### config.mk
export PLATFORM = sky130hd
export DESIGN_NAME = srsw_raddr_mem
export DESIGN_NICKNAME = d
export VERILOG_FILES = /design/src/rtl/srsw_pkg.sv /design/src/rtl/srsw_mem_array.sv /design/src/rtl/srsw_raddr_mem.sv
export SDC_FILE = /design/constraint.sdc
export NUM_CORES = 1
export LEC_CHECK = 0
export ABC_CLOCK_PERIOD_IN_PS = 2600
export BUFFER_PORTS_ARGS = -buffer_cell sky130_fd_sc_hd__buf_2
export CORE_UTILIZATION = 39
export DETAILED_ROUTE_END_ITERATION = 10
export GPL_TIMING_DRIVEN = 0
export PLACE_DENSITY = 0.68
export SYNTH_ARGS = -nofsm -noshare
export SYNTH_HDL_FRONTEND = slang
export SYNTH_SLANG_ARGS = --single-unit
### constraint.sdc
create_clock -name clk -period 2.6 [get_ports clk]
set_input_delay 0.26 -clock clk [delete_from_list [all_inputs] [get_ports clk]]
set_output_delay 0.26 -clock clk [all_outputs]
set_load 0.02 [all_outputs]
### src/rtl/srsw_pkg.sv
// rtl/srsw_pkg.sv - shared defaults and types for the registered-read-address RAM
package srsw_pkg;

    localparam int DEF_DATA_WIDTH = 32;
    localparam int DEF_ADDR_WIDTH = 2;
    localparam int DEF_DEPTH      = 1 << DEF_ADDR_WIDTH;

    typedef logic [DEF_ADDR_WIDTH-1:0] addr_t;
    typedef logic [DEF_DATA_WIDTH-1:0] data_t;

endpackage

### src/rtl/srsw_mem_array.sv
// rtl/srsw_mem_array.sv - storage array with one write port, synchronous clear and async read mux
module srsw_mem_array
    import srsw_pkg::*;
#(
    parameter int DATA_WIDTH = DEF_DATA_WIDTH,
    parameter int ADDR_WIDTH = DEF_ADDR_WIDTH,
    parameter int DEPTH      = 1 << ADDR_WIDTH
) (
    input  logic                  clk,
    input  logic                  clr,
    input  logic                  we,
    input  logic [ADDR_WIDTH-1:0] waddr,
    input  logic [DATA_WIDTH-1:0] wdata,
    input  logic [ADDR_WIDTH-1:0] raddr,
    output logic [DATA_WIDTH-1:0] rdata
);

    logic [DATA_WIDTH-1:0] mem_q [DEPTH];
    logic [DATA_WIDTH-1:0] mem_d [DEPTH];

    // Clear has priority over the write so a reset cycle always leaves all words zero.
    always_comb begin
        for (int i = 0; i < DEPTH; i++) begin
            mem_d[i] = mem_q[i];
        end
        if (clr) begin
            for (int i = 0; i < DEPTH; i++) begin
                mem_d[i] = '0;
            end
        end else if (we) begin
            mem_d[waddr] = wdata;
        end
    end

    always_ff @(posedge clk) begin
        for (int i = 0; i < DEPTH; i++) begin
            mem_q[i] <= mem_d[i];
        end
    end

    // Read straight from the stored state: no path from wdata to rdata in the same cycle.
    assign rdata = mem_q[raddr];

endmodule

### src/rtl/srsw_raddr_mem.sv
// rtl/srsw_raddr_mem.sv - single-read single-write RAM with latched read address; optional halt via SRSW_RADDR_HALT_EN
module srsw_raddr_mem
    import srsw_pkg::*;
#(
    parameter int DATA_WIDTH = DEF_DATA_WIDTH,
    parameter int ADDR_WIDTH = DEF_ADDR_WIDTH,
    parameter int DEPTH      = 1 << ADDR_WIDTH
) (
    input  logic                  clk,
    input  logic                  rst,
`ifdef SRSW_RADDR_HALT_EN
    input  logic                  halt,
`endif
    input  logic                  wen,
    input  logic [ADDR_WIDTH-1:0] waddr,
    input  logic [DATA_WIDTH-1:0] wdata,
    input  logic                  ren,
    input  logic [ADDR_WIDTH-1:0] raddr,
    output logic [DATA_WIDTH-1:0] rdata
);

    logic                  run;
    logic                  clr;
    logic                  we;
    logic                  re;
    logic [ADDR_WIDTH-1:0] raddr_q;
    logic [ADDR_WIDTH-1:0] raddr_d;

    // A halted edge must look exactly like a missing clock edge, reset included.
`ifdef SRSW_RADDR_HALT_EN
    assign run = ~halt;
`else
    assign run = 1'b1;
`endif

    assign clr = rst & run;
    assign we  = wen & run & ~rst;
    assign re  = ren & run & ~rst;

    always_comb begin
        raddr_d = raddr_q;
        if (re) begin
            raddr_d = raddr;
        end
    end

    always_ff @(posedge clk) begin
        if (clr) begin
            raddr_q <= '0;
        end else begin
            raddr_q <= raddr_d;
        end
    end

    srsw_mem_array #(
        .DATA_WIDTH (DATA_WIDTH),
        .ADDR_WIDTH (ADDR_WIDTH),
        .DEPTH      (DEPTH)
    ) u_mem_array (
        .clk   (clk),
        .clr   (clr),
        .we    (we),
        .waddr (waddr),
        .wdata (wdata),
        .raddr (raddr_q),
        .rdata (rdata)
    );

endmodule

# After elaboration in Yosys (flattened, before gate mapping)
# Memories as Yosys holds them, arrays and structs flattened. A register that Yosys moved wholly into a read port is not among the register bits.
# Index checks and enable logic that the tools add are counted.
dict set report op_classes {
  order_cmp 2
  mux 7
  bitwise_logic 4
  reduce_logical 1
}
# cell count
set ops {}
lappend ops {{$mux W128} 2}
lappend ops {{$bwmux W128} 1}
lappend ops {{$demux W32 S2} 1}
lappend ops {{$mux W32} 1}
lappend ops {{$mux W2} 2}
lappend ops {{$ge A3 B3 Y1 const B} 1}
lappend ops {{$lt A3 B1 Y1 const B} 1}
lappend ops {{$not A2 Y3} 1}
lappend ops {{$and A1 B1 Y1} 2}
lappend ops {{$logic_and A1 B1 Y1} 1}
lappend ops {{$not A1 Y1} 1}
dict set report word_totals {
  reg_bits 2
  mem_bits_rw 128
  in_bits 40
  output_inout_bits 32
  wordCells 16
  mem_count 1
}
# name words word_bits read_ports rd_ports_with_merged_regs write_ports line
set mem_list {}
lappend mem_list {u_mem_array.mem_q 4 32 5 1 4 srsw_mem_array.sv:18} ;# logic [DATA_WIDTH-1:0] mem_q [DEPTH];

# Logic depth before layout (Yosys ltp)
# Gate-level depths: netlist of the first run.
dict set report logic_depth {
  ltp_word 8
  ltp_mapped 4
  ltp_nobuf 2
}

# Cells and area by module
# Synthesis of the first run repeated with hierarchy kept, for this count alone.
dict set report hier_totals {
  cells_unflattened 501
  area_unflattened_um2 5931.9
}
# module instances cells_per_inst area_per_inst_um2 seq_area_each_um2
set modules_own_cells {}
lappend modules_own_cells {srsw_mem_array 1 494 5858.1 2562.5}
lappend modules_own_cells {srsw_raddr_mem 1 7 73.8 40.0}

# Worst setup path before layout of the first run
# No wires, ideal clock.
dict set report synth_path {
  path_kind {reg2out}
  start {reg with a tool-made name}
  end {out rdata[21]}
  arrival_time_ns 1.210
  required_ns 2.340
  setup_slack_ns 1.130
  stages_incl_launch_ff 4
  n_path_buf 2
  path_cell_list {dfxtp_1 -> buf_2 -> buf_4 -> mux4_2}
}
# element line
set synth_lines {}
lappend synth_lines {{to (decl)} srsw_raddr_mem.sv:19} ;# output logic [DATA_WIDTH-1:0] rdata

==> results of run 1 <==
final cells by class:
cell class / count / area [um^2] / area share, %
Buffer: 40 / 265.3 / 3.710
Tap cell: 188 / 235.2 / 3.290
Timing Repair Buffer: 70 / 350.3 / 4.900
Sequential cell: 132 / 2643 / 36.96
Multi-Input combinational cell: 332 / 3100 / 43.37
Clock buffer: 29 / 540.5 / 7.560
Clock inverter: 3 / 15.01 / 0.2100
cell families (layout without fill, tap and decap cells):
group	after synthesis	count (layout)	share of synthesized area [%]
AND/OR/NAND/NOR	170	170	17.95
multiplexers	162	162	33.65
buffers and inverters	40	142	4.415
flip-flops	132	132	43.98
placed cells by master (no fill, tap or decap):
cell type / instances
and3b_2: 1
buf_2: 78
buf_4: 4
buf_6: 9
buf_8: 2
clkbuf_1: 22
clkbuf_16: 17
clkbuf_8: 7
clkinv_2: 3
dfxtp_1: 132
mux2i_1: 130
mux4_2: 32
nand2b_1: 160
nand3_2: 1
nand3b_1: 2
nor2_1: 4
nor3b_4: 1
or3b_1: 1
synthesized netlist by cell type:
master,instances
buf_8,2
buf_6,9
nor2_1,4
and3b_2,1
nor3b_4,1
mux2i_1,130
or3b_1,1
buf_4,4
dfxtp_1,132
nand3_2,1
mux4_2,32
buf_2,8
nand2b_1,160
clkbuf_1,17
nand3b_1,2
worst min-delay path: stages:
cell and delay [ns]:
buf_2 0.08, mux2i_1 0.08, nor2_1 0.08
flip-flops by register name (all words and copies together), names as in the netlist, named ones only:
register	count
raddr_q	2
u_mem_array.mem_q	128
stage by stage:
step                      setup slack (ns)  hold slack (ns)  power, mW  cell area, um^2
after floorplan                      1.130           0.4266      2.487             6008
after global placement              0.8412           0.4554      2.626             6594
after detailed placement            0.8272           0.4612      2.642             6594
after CTS                           0.3624           0.1167      4.850             7149
after global routing                0.3104           0.1637      4.983             7149
final                               0.4151           0.1251      4.807             7149
power groups by stage:
stage                     sequential [mW]  combinational [mW]  clock, mW
final                                2.13               0.460       2.21
after global routing                 2.14               0.498       2.34
after CTS                            2.13               0.468       2.25
after detailed placement             2.18               0.466          0
after global placement               2.17               0.456          0
after floorplan                      2.16               0.324          0
routing by layer:
layer | wire (um) | part of all wire, % | track usage, % | up-vias
li1 | - | - | - | 1926
met1 | 6477 | 45 | 23.41 | 1982
met2 | 7047 | 49 | 33.28 | 83
met3 | 614 | 4.3 | 5.947 | 23
met4 | 215 | 1.5 | 6.662 | 0
met5 | 0 | 0 | 0 | -
final timing paths:
path,start,endpoint,slack (ns),depth (start not counted)
worst max-delay path,flop,rdata[5],0.42,5
worst min register to register,u_mem_array.mem_q[1][25],u_mem_array.mem_q[1][25],0.47,2
worst max register to register,raddr_q[0],flop,1.91,2
worst min-delay path,raddr[1],flop,0.13,3
==> impl_metrics.env, run 1 <==
export IMPL_grt_max_degree=17
export IMPL_nFillCells=1379
export IMPL_clkLatencyLatePin_ns=0.41
export IMPL_max_stage_delay_ns=0.35
export IMPL_drc=0
export IMPL_antenna_cells=0
export IMPL_synth_distinct_cells=15
export IMPL_synth_area_leaders="dfxtp_1 (44%), mux2i_1 (22%), nand2b_1 (17%)"
export IMPL_power_switching_mw=1.099
export IMPL_clkTransAtPathRegs_ns=0.05
export IMPL_port_buffers=70
export IMPL_status="finished, final reports clean"
export IMPL_grt_usage_pct=19.56
export IMPL_clockRootBuffer="clkbuf_16"
export IMPL_slew_headroom_pct=61.86
export IMPL_drtAntennaViolNets=0
export IMPL_ys_seq_area_share_pct=43.98
export IMPL_via_per_inst=5.055
export IMPL_drive_above_1_share_pct=25.58
export IMPL_seq_power_share_pct=44.4
export IMPL_required_ns=2.34
export IMPL_critical_path_cell_chain="buf_2 -> buf_6 -> buf_4 -> mux4_2 -> buf_2"
export IMPL_clock_power_share_pct=46.0
export IMPL_finalWeightedCongestion=0.7503
export IMPL_ioPinCount=72
export IMPL_fp_dieH_um=126.1
export IMPL_core_um2=15150
export IMPL_start_util_pct=39.67
export IMPL_critPathBufInv=4
export IMPL_synth_nets=544
export IMPL_ys_warn_count=0
export IMPL_grt_overflow=0
export IMPL_wl_um=14360
export IMPL_vias=4014
export IMPL_hold_viol_final=0
export IMPL_cap_violations=0
export IMPL_layoutNonFillerInstCount=794
export IMPL_crit_slowest_cell="mux4_2"
export IMPL_drt_iter0_markers=163
export IMPL_powerDensity_nw_per_um2=672.3
export IMPL_die_area_um2=15910
export IMPL_p_int_mw=3.707
export IMPL_synth_top_area_cell="dfxtp_1"
export IMPL_nets=633
export IMPL_cp_arrival_ns=1.92
export IMPL_h_tree_depth=4
export IMPL_dr_pass1_iters=4
export IMPL_postCtsSetupRepairBufs=0
export IMPL_cts_buffer_depth=2
export IMPL_path_class="reg2out"
export IMPL_path_delay_family="buffers and inverters"
export IMPL_cp_end_kind="primary output"
export IMPL_syn_instance_count=504
export IMPL_grt_pass1_wl_um=23470
export IMPL_cts_made_buffers=17
export IMPL_final_core_util_pct=47.20
export IMPL_path_common_cell="buf_2"
export IMPL_postCtsHoldBufs=0
export IMPL_start_kind="flop"
export IMPL_setup_viol=0
export IMPL_hold_path_class="in2reg"
export IMPL_vdd_drop_max_uv=471.5
export IMPL_syn_cell_area_um2=6008
export IMPL_final_max_slew_viol_count=0
export IMPL_clock_sinks=132
export IMPL_timing_clock_skew_ns=0.003311
export IMPL_fin_setup_tns_ns=0
export IMPL_grt_pass1_vias=4492
export IMPL_p_leak_nw=3.245
export IMPL_place_inst=762
export IMPL_rsz0062_at_grt="no"
export IMPL_min_period_ns=2.185
export IMPL_sw_frac_of_total_pct=22.87
export IMPL_rows=45
export IMPL_cp_max_fo=10
export IMPL_cts_tree="yes"
export IMPL_max_freq_ghz=0.4577
export IMPL_die_w_um=126.1
export IMPL_synth_top_area_share_pct=43.98
export IMPL_tightest_slew_ns=0.5721
export IMPL_areaGrowthSynthToFinish_pct=18.99
export IMPL_ys_seq_elements=132
export IMPL_avgRoutedWirePerCell_um=18.08
export IMPL_power_frac_comb_pct=9.6
export IMPL_antenna_found_initial=0
export IMPL_min_period_over_period_pct=84.04
export IMPL_cts_resized=0
export IMPL_dp_hpwl_um=9747
export IMPL_syn_avg_cell_area_um2=11.92
Note: power is estimated with default switching activity, not from simulation.
==> run 2, diff against run 1 <==
--- a/config.mk
+++ b/config.mk
@@ -5,7 +5,7 @@
 export SDC_FILE = /design/constraint.sdc
 export NUM_CORES = 1
 export LEC_CHECK = 0
-export ABC_CLOCK_PERIOD_IN_PS = 2600
+export ABC_CLOCK_PERIOD_IN_PS = 2200
 export BUFFER_PORTS_ARGS = -buffer_cell sky130_fd_sc_hd__buf_2
 export CORE_UTILIZATION = 39
 export DETAILED_ROUTE_END_ITERATION = 10
==> constraint.sdc (replaced) <==
create_clock -name clk -period 2.2 [get_ports clk]
set_input_delay 0.22 -clock clk [delete_from_list [all_inputs] [get_ports clk]]
set_output_delay 0.22 -clock clk [all_outputs]
set_load 0.02 [all_outputs]
==> run 2 against run 1 <==
Effect of this change:
- routed wire length barely moved
- utilization hardly changed
- total power increased by 18%
- largest power group unchanged
- hold slack got worse by 0.038 ns
- critical endpoint is now rdata[15]
==> impl_metrics.env, run 2 (synthesis results as in run 1) <==
export IMPL_status="finished, final reports clean"
export IMPL_fin_setup_tns_ns=0
export IMPL_placed_cell_area_um2=6594
export IMPL_largest_register_ffs=128
export IMPL_rsz0062_at_grt="no"
export IMPL_wl_um=14350
export IMPL_hold_viol_final=0
export IMPL_fp_dieH_um=126.1
export IMPL_cts_buffer_depth=2
export IMPL_antenna_found_initial=0
export IMPL_avgRoutedWirePerCell_um=18.07
export IMPL_nets=633
export IMPL_hold_path_class="in2reg"
export IMPL_setup_viol=0
export IMPL_drive_above_1_share_pct=25.58
export IMPL_via_per_inst=5.038
export IMPL_dr_pass1_iters=4
export IMPL_path_class="reg2out"
export IMPL_dp_hpwl_um=9747
export IMPL_critical_path_cell_chain="clkbuf_4 -> buf_6 -> buf_4 -> mux4_2 -> buf_2"
export IMPL_cts_tree="yes"
export IMPL_regArea_um2=2643
export IMPL_reg2reg_from="raddr_q[0]"
export IMPL_max_stage_delay_ns=0.35
export IMPL_die_w_um=126.1
export IMPL_nFillCells=1377
export IMPL_clkLatencyLatePin_ns=0.41
export IMPL_start_util_pct=39.67
export IMPL_grt_pass1_wl_um=23470
export IMPL_finalWeightedCongestion=0.7503
export IMPL_reg_largest_list="u_mem_array.mem_q (128), raddr_q (2)"
export IMPL_postCtsSetupRepairBufs=0
export IMPL_drtAntennaViolNets=0
export IMPL_slew_headroom_pct=61.68
export IMPL_cp_arrival_ns=1.89
export IMPL_critPathBufInv=4
export IMPL_largest_register="u_mem_array.mem_q"
export IMPL_finalInstanceArea_um2=7156
export IMPL_multiInputGateArea_um2=3100
export IMPL_drt_iter0_markers=144
export IMPL_hold_start="raddr[1]"
export IMPL_h_tree_depth=4
export IMPL_max_freq_ghz=0.4738
export IMPL_clockRootBuffer="clkbuf_16"
export IMPL_cts_made_buffers=17
export IMPL_grt_max_degree=17
export IMPL_final_max_slew_viol_count=0
export IMPL_cp_max_fo=10
export IMPL_required_ns=1.98
export IMPL_min_period_ns=2.111
export IMPL_dp_slack_ns=0.4672
export IMPL_clock_sinks=132
export IMPL_drc=0
export IMPL_powerDensity_nw_per_um2=794.1
export IMPL_vias=4000
export IMPL_r2r_slack_ns=1.50
export IMPL_path_delay_family="buffers and inverters"
export IMPL_timing_clock_skew_ns=0.003588
export IMPL_vdd_drop_max_uv=557.4
export IMPL_min_period_over_period_pct=95.94
export IMPL_hold_ws_ns=0.08755
export IMPL_r2r_cells=2
export IMPL_ioPinCount=72
export IMPL_grt_usage_pct=19.56
export IMPL_layout_commonest_cell="nand2b_1"
export IMPL_fin_ws_ns=0.08939
export IMPL_start_kind="flop"
export IMPL_core_um2=15150
export IMPL_antenna_cells=0
export IMPL_clkTransAtPathRegs_ns=0.05
export IMPL_grt_pass1_vias=4492
export IMPL_cap_violations=0
export IMPL_port_buffers=70
export IMPL_tightest_slew_ns=0.5748
export IMPL_areaGrowthSynthToFinish_pct=19.10
export IMPL_p_leak_nw=3.245
export IMPL_rows=45
export IMPL_die_area_um2=15910
export IMPL_cp_end_kind="primary output"
export IMPL_min_path_cells=3
export IMPL_final_cell_mix="nand2b_1 (160), dfxtp_1 (132), mux2i_1 (130), buf_2 (77), mux4_2 (32)"
export IMPL_grt_overflow=0
export IMPL_crit_slowest_cell="mux4_2"
==> run 2: worst register-to-register path: stages, from the launching register on <==
cell and delay [ns]:
dfxtp_1 0.30, mux2i_1 0.17, nor2_1 0.09
==> run 2: stage by stage <==
| stage | util (%) | instances | power [mW] |
|---|---|---|---|
| finish | 47.24 | 794 | 5.682 |
| detailed placement | 43.54 | 762 | 3.122 |
| floorplan | - | 504 | 2.940 |
| CTS | 47.20 | 794 | 5.731 |
| global placement | 43.54 | 762 | 3.104 |
| global route | 47.24 | 794 | 5.890 |
==> run 2: cell type report <==
cell class,count,share of cell area (%)
repair buffers,70,4.896
multi-input cells,332,43.33
well taps,188,3.287
flip-flops and latches,132,36.93
plain buffers,40,3.794
clock buffers,29,7.554
clock inverters,3,0.2098
==> run 2: metal layers <==
metal | track usage, % | vias up | share of wire [%]
met4 | 6.662 | 0 | 1.5
met3 | 5.947 | 23 | 4.1
met2 | 33.28 | 79 | 49
li1 | - | 1925 | -
met1 | 23.41 | 1973 | 45
met5 | 0 | - | 0
==> run 2: worst max-delay path by stage <==
stage	startpoint	cells past startpoint	end
after floorplan	flop	3	rdata[21]
after global placement	flop	5	rdata[10]
after detailed placement	flop	5	rdata[10]
after CTS	flop	5	rdata[10]
after global routing	flop	5	rdata[15]
final	flop	5	rdata[15]
==> run 2: report_power, final <==
part / total, mW / switching, mW / internal [mW]
Sequential: 2.52 / 0.0428 / 2.48
Combinational: 0.545 / 0.287 / 0.258
Clock: 2.61 / 0.969 / 1.65
==> run 2: what timing repair did <==
| action | CTS | global route |
|---|---|---|
| gates resized for setup | 0 | 2 |
| endpoints found under the setup margin | 0 | 18 |
| hold buffers | 0 | 0 |
==> run 3, diff against run 2 <==
--- a/config.mk
+++ b/config.mk
@@ -11,6 +11,7 @@
 export DETAILED_ROUTE_END_ITERATION = 10
 export GPL_TIMING_DRIVEN = 0
 export PLACE_DENSITY = 0.68
+export REMOVE_ABC_BUFFERS = 1
 export SYNTH_ARGS = -nofsm -noshare
 export SYNTH_HDL_FRONTEND = slang
 export SYNTH_SLANG_ARGS = --single-unit
==> run 3 against run 2 <==
Effect of this change:
- utilization hardly changed
- sequential share of layout area is 0.073 points higher
- largest cell class unchanged
- critical path type unchanged
- design area barely moved
- via count is 4.6% lower
- total power is 4.0% higher
- sequential cell count unchanged
- global-route usage decreased by 2.7 points
==> impl_metrics.env, run 3 (synthesis results as in run 1) <==
export IMPL_avgRoutedWirePerCell_um=16.26
export IMPL_rows=45
export IMPL_final_core_util_pct=47.29
export IMPL_max_stage_delay_ns=0.54
export IMPL_fp_dieH_um=126.1
export IMPL_largest_register_ffs=128
export IMPL_rr_endpoint="raddr_q[1]"
export IMPL_reg_largest_list="u_mem_array.mem_q (128), raddr_q (2)"
export IMPL_required_ns=1.98
export IMPL_dr_pass1_iters=4
export IMPL_cp_max_fo=24
export IMPL_reg2reg_from="raddr_q[1]"
export IMPL_tightest_slew_ns=0.9395
export IMPL_path_class="reg2out"
export IMPL_areaGrowthSynthToFinish_pct=19.20
export IMPL_cts_tree="yes"
export IMPL_vias=3817
export IMPL_cp_end_kind="primary output"
export IMPL_grt_overflow=0
export IMPL_cts_made_buffers=17
export IMPL_largest_register="u_mem_array.mem_q"
export IMPL_rsz0062_at_grt="no"
export IMPL_clock_sinks=132
export IMPL_fin_ws_ns=0.1261
export IMPL_postCtsHoldBufs=0
export IMPL_power_mw=5.907
export IMPL_vdd_drop_max_uv=480.0
export IMPL_clkLatencyLatePin_ns=0.41
export IMPL_drtAntennaViolNets=0
export IMPL_port_buffers=71
export IMPL_timing_clock_skew_ns=0.0003138
export IMPL_regArea_um2=2650
export IMPL_r2r_slack_ns=1.56
export IMPL_finalWeightedCongestion=0.6963
export IMPL_nFillCells=1328
export IMPL_drive_above_1_share_pct=26.25
export IMPL_final_cell_mix="nand2b_1 (160), mux2i_1 (130), dfxtp_1 (130), buf_2 (70), mux4_2 (32)"
export IMPL_start_kind="flop"
export IMPL_setup_viol=0
export IMPL_finalInstanceArea_um2=7162
export IMPL_r2r_cells=2
export IMPL_clkTransAtPathRegs_ns=0.06
export IMPL_fin_setup_tns_ns=0
export IMPL_ioPinCount=72
export IMPL_crit_cells=3
export IMPL_dp_slack_ns=0.1095
export IMPL_cts_buffer_depth=2
export IMPL_final_max_slew_viol_count=0
export IMPL_clockRootBuffer="clkbuf_16"
export IMPL_hold_viol_final=0
export IMPL_grt_pass1_wl_um=20690
export IMPL_critPathBufInv=2
export IMPL_grt_usage_pct=16.87
export IMPL_layout_commonest_cell="nand2b_1"
export IMPL_cap_violations=0
export IMPL_multiInputGateArea_um2=3100
export IMPL_min_period_ns=2.074
export IMPL_wl_um=12490
export IMPL_max_freq_ghz=0.4822
export IMPL_drt_iter0_markers=206
export IMPL_powerDensity_nw_per_um2=824.7
export IMPL_h_tree_depth=4
export IMPL_p_leak_nw=3.239
export IMPL_critical_path_cell_chain="buf_12 -> mux4_2 -> buf_2"
export IMPL_core_um2=15150
export IMPL_status="finished, final reports clean"
export IMPL_die_w_um=126.1
export IMPL_cp_arrival_ns=1.85
export IMPL_via_per_inst=4.970
export IMPL_die_area_um2=15910
export IMPL_drc=0
export IMPL_slew_headroom_pct=37.18
export IMPL_path_delay_family="multiplexers"
export IMPL_min_period_over_period_pct=94.27
export IMPL_hold_path_class="in2reg"
export IMPL_grt_pass1_vias=4196
export IMPL_start_util_pct=39.67
export IMPL_crit_slowest_cell="mux4_2"
export IMPL_placed_cell_area_um2=6509
export IMPL_dp_hpwl_um=8174
export IMPL_grt_max_degree=100
export IMPL_nets=606
export IMPL_antenna_found_initial=1
export IMPL_crit_end="rdata[27]"
[run 3: report_power, final]
part           switching, mW  internal, mW  total, mW
combinational          0.259         0.257      0.515
clock                   1.03          1.84       2.87
sequential            0.0483          2.48       2.53
[run 3: area by class of cell]
| class | count | area share, % |
|---|---|---|
| Clock inverter | 13 | 2.201 |
| Clock buffer | 19 | 6.324 |
| Sequential cell | 132 | 37.00 |
| Antenna cell | 1 | 0.03494 |
| Tap cell | 188 | 3.284 |
| Multi-Input combinational cell | 332 | 43.29 |
| Timing Repair Buffer | 83 | 7.862 |
[run 3: worst min-delay path, stage by stage]
cell     delay [ns]
buf_2          0.08
mux2i_1        0.07
nor2_1         0.08
[run 3: worst min path at each step]
stage,start,to,slack [ns],cells past startpoint
after floorplan,rst,flop,0.29,1
after global placement,u_mem_array.mem_q[1][29],u_mem_array.mem_q[1][29],0.45,2
after detailed placement,u_mem_array.mem_q[1][27],u_mem_array.mem_q[1][27],0.46,2
after CTS,raddr[1],flop,0.06,3
after global routing,raddr[0],raddr_q[0],0.08,3
final,raddr[0],raddr_q[0],0.07,3
[run 3: timing repair]
action                                  in CTS  in global routing
cloned                                       0                  0
gates resized for setup                      2                  0
endpoints found under the setup margin      19                 18
setup buffers                                0                  2
pin swaps                                    0                  0
[run 3: per-stage QoR]
| stage | std cells | hold WS (ns) |
|---|---|---|
| 6_report | 768 | 0.06782 |
| 5_1_grt | 767 | 0.08016 |
| 4_1_cts | 764 | 0.05730 |
| 3_5_place_dp | 732 | 0.4622 |
| 3_3_place_gp | 723 | 0.4550 |
| 2_1_floorplan | 464 | 0.2924 |
[run 3: routing by layer]
layer	wire length [um]	track usage (%)	vias up
met3	518	5.013	8
met2	6103	28.24	62
met4	116	6.449	0
met1	5750	20.37	1882
met5	0	0	-
li1	-	-	1865
